--- src/rtl/exp_sprite_ctrl.sv ---
// Explosion sprite controller: latches a trigger position, runs a frame-based
// lifetime with an end-of-life blink, and turns the raster position into ROM reads.
module exp_sprite_ctrl #(
    parameter int SPR_W        = 20,
    parameter int SPR_H        = 20,
    parameter int LIFE_FRAMES  = 30,
    parameter int BLINK_FRAMES = 8
) (
    input  logic       Clk,
    input  logic       Reset_n,
    input  logic       frame_tick,
    input  logic       trigger,
    input  logic [9:0] trig_x,
    input  logic [9:0] trig_y,
    input  logic [9:0] DrawX,
    input  logic [9:0] DrawY,
    output logic [8:0] rom_addr,
    input  logic [3:0] rom_data,
    output logic       exp_on,
    output logic [3:0] exp_idx,
    output logic       busy,
    output logic       done
);

    localparam logic [7:0]  LAST_FRAME  = 8'(LIFE_FRAMES - 1);
    localparam logic [7:0]  BLINK_START = 8'(LIFE_FRAMES - BLINK_FRAMES);
    localparam logic [10:0] SPR_W_L     = 11'(SPR_W);
    localparam logic [10:0] SPR_H_L     = 11'(SPR_H);

    typedef enum logic {
        IDLE,
        ACTIVE
    } state_t;

    state_t     state, state_nxt;
    logic       pending, pending_nxt;
    logic [9:0] stg_x, stg_y;
    logic [9:0] pos_x, pos_y, pos_x_nxt, pos_y_nxt;
    logic [7:0] frame_cnt, frame_cnt_nxt;
    logic       done_nxt;

    logic        vis;
    logic [10:0] dx, dy;
    logic        hit;
    logic [8:0]  addr_calc;
    logic        hit_s1;

    // Staging registers: the last trigger before a frame tick wins.
    always_ff @(posedge Clk or negedge Reset_n) begin
        if (!Reset_n) begin
            stg_x <= '0;
            stg_y <= '0;
        end else if (trigger) begin
            stg_x <= trig_x;
            stg_y <= trig_y;
        end
    end

    always_ff @(posedge Clk or negedge Reset_n) begin
        if (!Reset_n) begin
            state     <= IDLE;
            pending   <= 1'b0;
            pos_x     <= '0;
            pos_y     <= '0;
            frame_cnt <= '0;
            done      <= 1'b0;
        end else begin
            state     <= state_nxt;
            pending   <= pending_nxt;
            pos_x     <= pos_x_nxt;
            pos_y     <= pos_y_nxt;
            frame_cnt <= frame_cnt_nxt;
            done      <= done_nxt;
        end
    end

    // A pending restart takes priority over ageing, so it also suppresses done.
    // A trigger coinciding with the tick only re-arms pending for the next tick.
    always_comb begin
        state_nxt     = state;
        pending_nxt   = pending;
        pos_x_nxt     = pos_x;
        pos_y_nxt     = pos_y;
        frame_cnt_nxt = frame_cnt;
        done_nxt      = 1'b0;

        if (frame_tick && pending) begin
            pos_x_nxt     = stg_x;
            pos_y_nxt     = stg_y;
            frame_cnt_nxt = '0;
            state_nxt     = ACTIVE;
            pending_nxt   = 1'b0;
        end else if (frame_tick && (state == ACTIVE)) begin
            if (frame_cnt == LAST_FRAME) begin
                state_nxt = IDLE;
                done_nxt  = 1'b1;
            end else begin
                frame_cnt_nxt = frame_cnt + 8'd1;
            end
        end

        if (trigger) begin
            pending_nxt = 1'b1;
        end
    end

    assign busy = pending || (state == ACTIVE);

    assign vis = (state == ACTIVE) && !((frame_cnt >= BLINK_START) && frame_cnt[0]);

    // Bit 10 acts as the borrow: a raster left of / above the sprite never wraps in.
    assign dx  = {1'b0, DrawX} - {1'b0, pos_x};
    assign dy  = {1'b0, DrawY} - {1'b0, pos_y};
    assign hit = !dx[10] && (dx < SPR_W_L) && !dy[10] && (dy < SPR_H_L) && vis;
    assign addr_calc = 9'(dy * SPR_W_L + dx);

    always_ff @(posedge Clk or negedge Reset_n) begin
        if (!Reset_n) begin
            rom_addr <= '0;
            hit_s1   <= 1'b0;
        end else begin
            rom_addr <= hit ? addr_calc : 9'd0;
            hit_s1   <= hit;
        end
    end

    // Palette index 0 is transparent.
    always_ff @(posedge Clk or negedge Reset_n) begin
        if (!Reset_n) begin
            exp_idx <= '0;
            exp_on  <= 1'b0;
        end else begin
            exp_idx <= hit_s1 ? rom_data : 4'd0;
            exp_on  <= hit_s1 && (rom_data != 4'd0);
        end
    end

endmodule

--- config.mk ---
export PLATFORM = sky130hd
export DESIGN_NAME = exp_sprite_ctrl
export DESIGN_NICKNAME = d
export VERILOG_FILES = /design/src/rtl/exp_sprite_ctrl.sv
export SDC_FILE = /design/constraint.sdc
export NUM_CORES = 1
export LEC_CHECK = 0
export BUFFER_PORTS_ARGS = -buffer_cell sky130_fd_sc_hd__buf_4
export CAP_MARGIN = 30
export CORE_MARGIN = 5
export CORE_UTILIZATION = 39
export DETAILED_ROUTE_END_ITERATION = 6
export SYNTH_ARGS = -nofsm -noshare
export SYNTH_HDL_FRONTEND = slang
export SYNTH_SLANG_ARGS = --single-unit
--- constraint.sdc ---
create_clock -name Clk -period 2.96 [get_ports Clk]
set_input_delay 0.592 -clock Clk [delete_from_list [all_inputs] [get_ports Clk]]
set_output_delay 0.592 -clock Clk [all_outputs]
set_load 0.02 [all_outputs]
==> run summary <==
Mapped Area: 4040 sq um
drt initial violations: 105
GRT busiest layer: met2
Final setup violation count: 3
clock sinks: 66
FF-to-FF End: rom_addr[8]
final setup margin: -0.158 ns
PortBufs: 63
DP Worst Slack: -0.652 ns
crit path capture: rom_addr[8]
share of cells above drive strength 1: 39.1%
CP endpoint kind: flop
most common cell in the netlist: dfrtp_1
GR Layer Usage met2: 25.5%
CP bufs+invs: 2
routing usage on met3: 4.57%
DR pass1 iterations: 4
Total Neg Setup Slack: -0.293 ns
Post-Syn Nets: 483
area leader, netlist: dfrtp_1
Starting Density: 39.6%
Post-synth ARST share: 100%
crit path max fanout: 4
clock slew at reported path FFs: 0.08 ns
MaxCap Viol Count: 0
Commonest cells post-synth: dfrtp_1 (66), ha_1 (36), inv_1 (36), nand2_1 (25), nor2_1 (25)
worst skew pair latency: 0.35 ns
largest net degree at the start of global routing: 67
Power Density: 828 nW/um^2
IO Pins: 64
Routed Antenna Nets: 0
H-Tree Depth: 3
ANT cells: 0
Die W: 112 um
Rows: 37
number of synthesis warnings: 0
syn avg cell area: 10.2 sq um
Final Hold Viols: 0
via/cell ratio: 4.91
failing checks: negative setup slack
Worst R2R Setup Slack: -0.16 ns
final WL: 9110 um
slew of the pin with the lowest slew margin: 0.823 ns
Critical Path AT: 3.35 ns
Min-Delay Path Class: in2async
number of global-route vias before repair: 3240
global routing usage on met1: 19.1%
status: complete, but fails checks
DR WL/cell: 14.1 um
top_reg_cell synth: dfrtp_1
Clk Tree Root Cell: clkbuf_8
delay-heaviest family, CP: adder cells
total global routing track utilization: 15.1%
CTS tree: done
top achievable clock speed: 321 MHz
HPWL Detailed: 6760 um
CORE AREA: 10200 sq um
post-layout min period: 3.12 ns
Area growth, synth to finish: 36.2%
critical path cell sequence: inv_1, ha_1, nor2b_4, o31a_1, a21oi_4, ha_4, ha_4, fa_2, ha_4, inv_6, o21bai_4, a21oi_2, xnor2_2, nor3_2
Pleak: 2.59 nW
Critical Path Max Stage Delay: 0.58 ns
RSZ-0062 raised after global routing: yes
GRT Residual Overflow: 0
number of flops mapped to enable cells by yosys: 0
CP required: 3.19 ns
type of origin of the critical path: flop
initial antenna violation count: 0
NumNets Final: 594
worst slew margin relative to its limit: 45.1%
synth unique cells: 54
clk buf depth: 2
Reg-to-Reg Start: pos_y[1]
Yosys reg bits: 66
final hold slack: 0.330 ns
via count: 3175
Clock Skews: 0.0175 ns
Die Ht: 112 um
die area: 12500 sq um
residual DRC count: 0
first-pass GRT wire length: 15300 um
Stages on worst setup path: 14
Worst path slowest cell: fa_2
GPL Wtd Cong: 0.792
FILL cells: 915
final slew viol count: 0
Num CTS Buffers: 9
Post-Syn Instances: 395
Critical path origin: pos_y[1]
Most common cell on crit path: ha_4
Worst Reg-to-Reg Cells: 14
Crit Path Class: reg2reg
Synth area leaders: dfrtp_1 (41%), ha_1 (11%), mux2_2 (6.1%)
Final period util: 105%
post-synthesis sequential area ratio: 40.9%
Synth top area share: 40.9%
maximum vdd drop: 455 uV
## sequential cells by signal, indices dropped and copies added, names as in the netlist
register,cells
done,1
exp_idx,4
exp_on,1
frame_cnt,8
hit_s1,1
pending,1
pos_x,10
pos_y,10
rom_addr,9
state,1
stg_x,10
stg_y,10
## how the worst min path moves through the flow
stage	slack [ns]	cells after the start	end	from
finish	0.33	1	hit_s1	Reset_n
global route	0.41	1	hit_s1	Reset_n
CTS	0.37	1	hit_s1	Reset_n
detailed placement	0.46	2	pos_x[7]	stg_x[7]
global placement	0.46	2	pos_x[8]	stg_x[8]
floorplan	0.30	0	done	Reset_n
## per-layer routing
metal	part of all wire [%]	vias to the layer above
li1	-	1608
met1	46	1497
met2	48	55
met3	4.2	15
met4	1.9	0
met5	0	-
## worst reg2reg max path, stage by stage (launching register included)
cell	delay [ns]
dfrtp_1	0.37
inv_1	0.07
ha_1	0.23
nor2b_4	0.14
o31a_1	0.33
a21oi_4	0.18
ha_4	0.23
ha_4	0.16
fa_2	0.58
ha_4	0.21
inv_6	0.07
o21bai_4	0.07
a21oi_2	0.18
xnor2_2	0.13
nor3_2	0.05
## cell usage in the layout, fill, tap and decap left out, types with 10 or more instances in the layout
cell type  instances
dfrtp_1           65
inv_1             33
xor2_1            10
o21ai_0           24
buf_4            110
xnor2_1           11
nor3_2            10
nand2_1           25
mux2_2            22
ha_1              27
nor2_1            23
## report_power, final
part	switching, mW	total [mW]	internal (mW)	leakage [nW]
combinational	1.22	2.59	1.37	1.64
sequential	0.0476	1.03	0.983	0.829
clock	0.363	0.925	0.563	0.117
## stage by stage
stage	cells	area, sq um	power (mW)	util (%)
after detailed placement	625	5000	3.14	49.1
after floorplan	395	4100	2.48	-
final	647	5500	4.55	54.0
after CTS	646	5360	4.24	52.6
after global placement	625	5000	3.09	49.1
after global routing	647	5500	4.88	54.0
## kinds of logic (layout without fill, tap and decap cells)
group / Yosys count / in the layout / share of synthesized area (%)
and+or+nand+nor: 110 / 111 / 15.3
AOI/OAI and AO/OA: 81 / 81 / 13.4
DFF: 66 / 66 / 40.9
buffers and inverters: 49 / 164 / 5.12
adders and majority gates: 40 / 40 / 13.1
xor gates and xnor gates: 26 / 26 / 5.64
muxes: 23 / 23 / 6.42
## area by class of cell
class	instances	area, sq um	area share (%)
multi-input combinational	281	2430	44.2
sequential	66	1650	30.1
timing repair buffer	112	848	15.4
tap	136	170	3.10
inverter	36	153	2.78
clock buffer	10	128	2.32
clock inverter	6	115	2.09
## what timing repair did
action	CTS	global route
endpoints found under the hold margin	0	0
pin swaps	22	28
resized for setup	10	22
hold buffers	0	0
gates cloned	1	0
buffers inserted	6	4
endpoints found under the setup margin	3	10
Note: power is estimated with default switching activity, not from simulation.
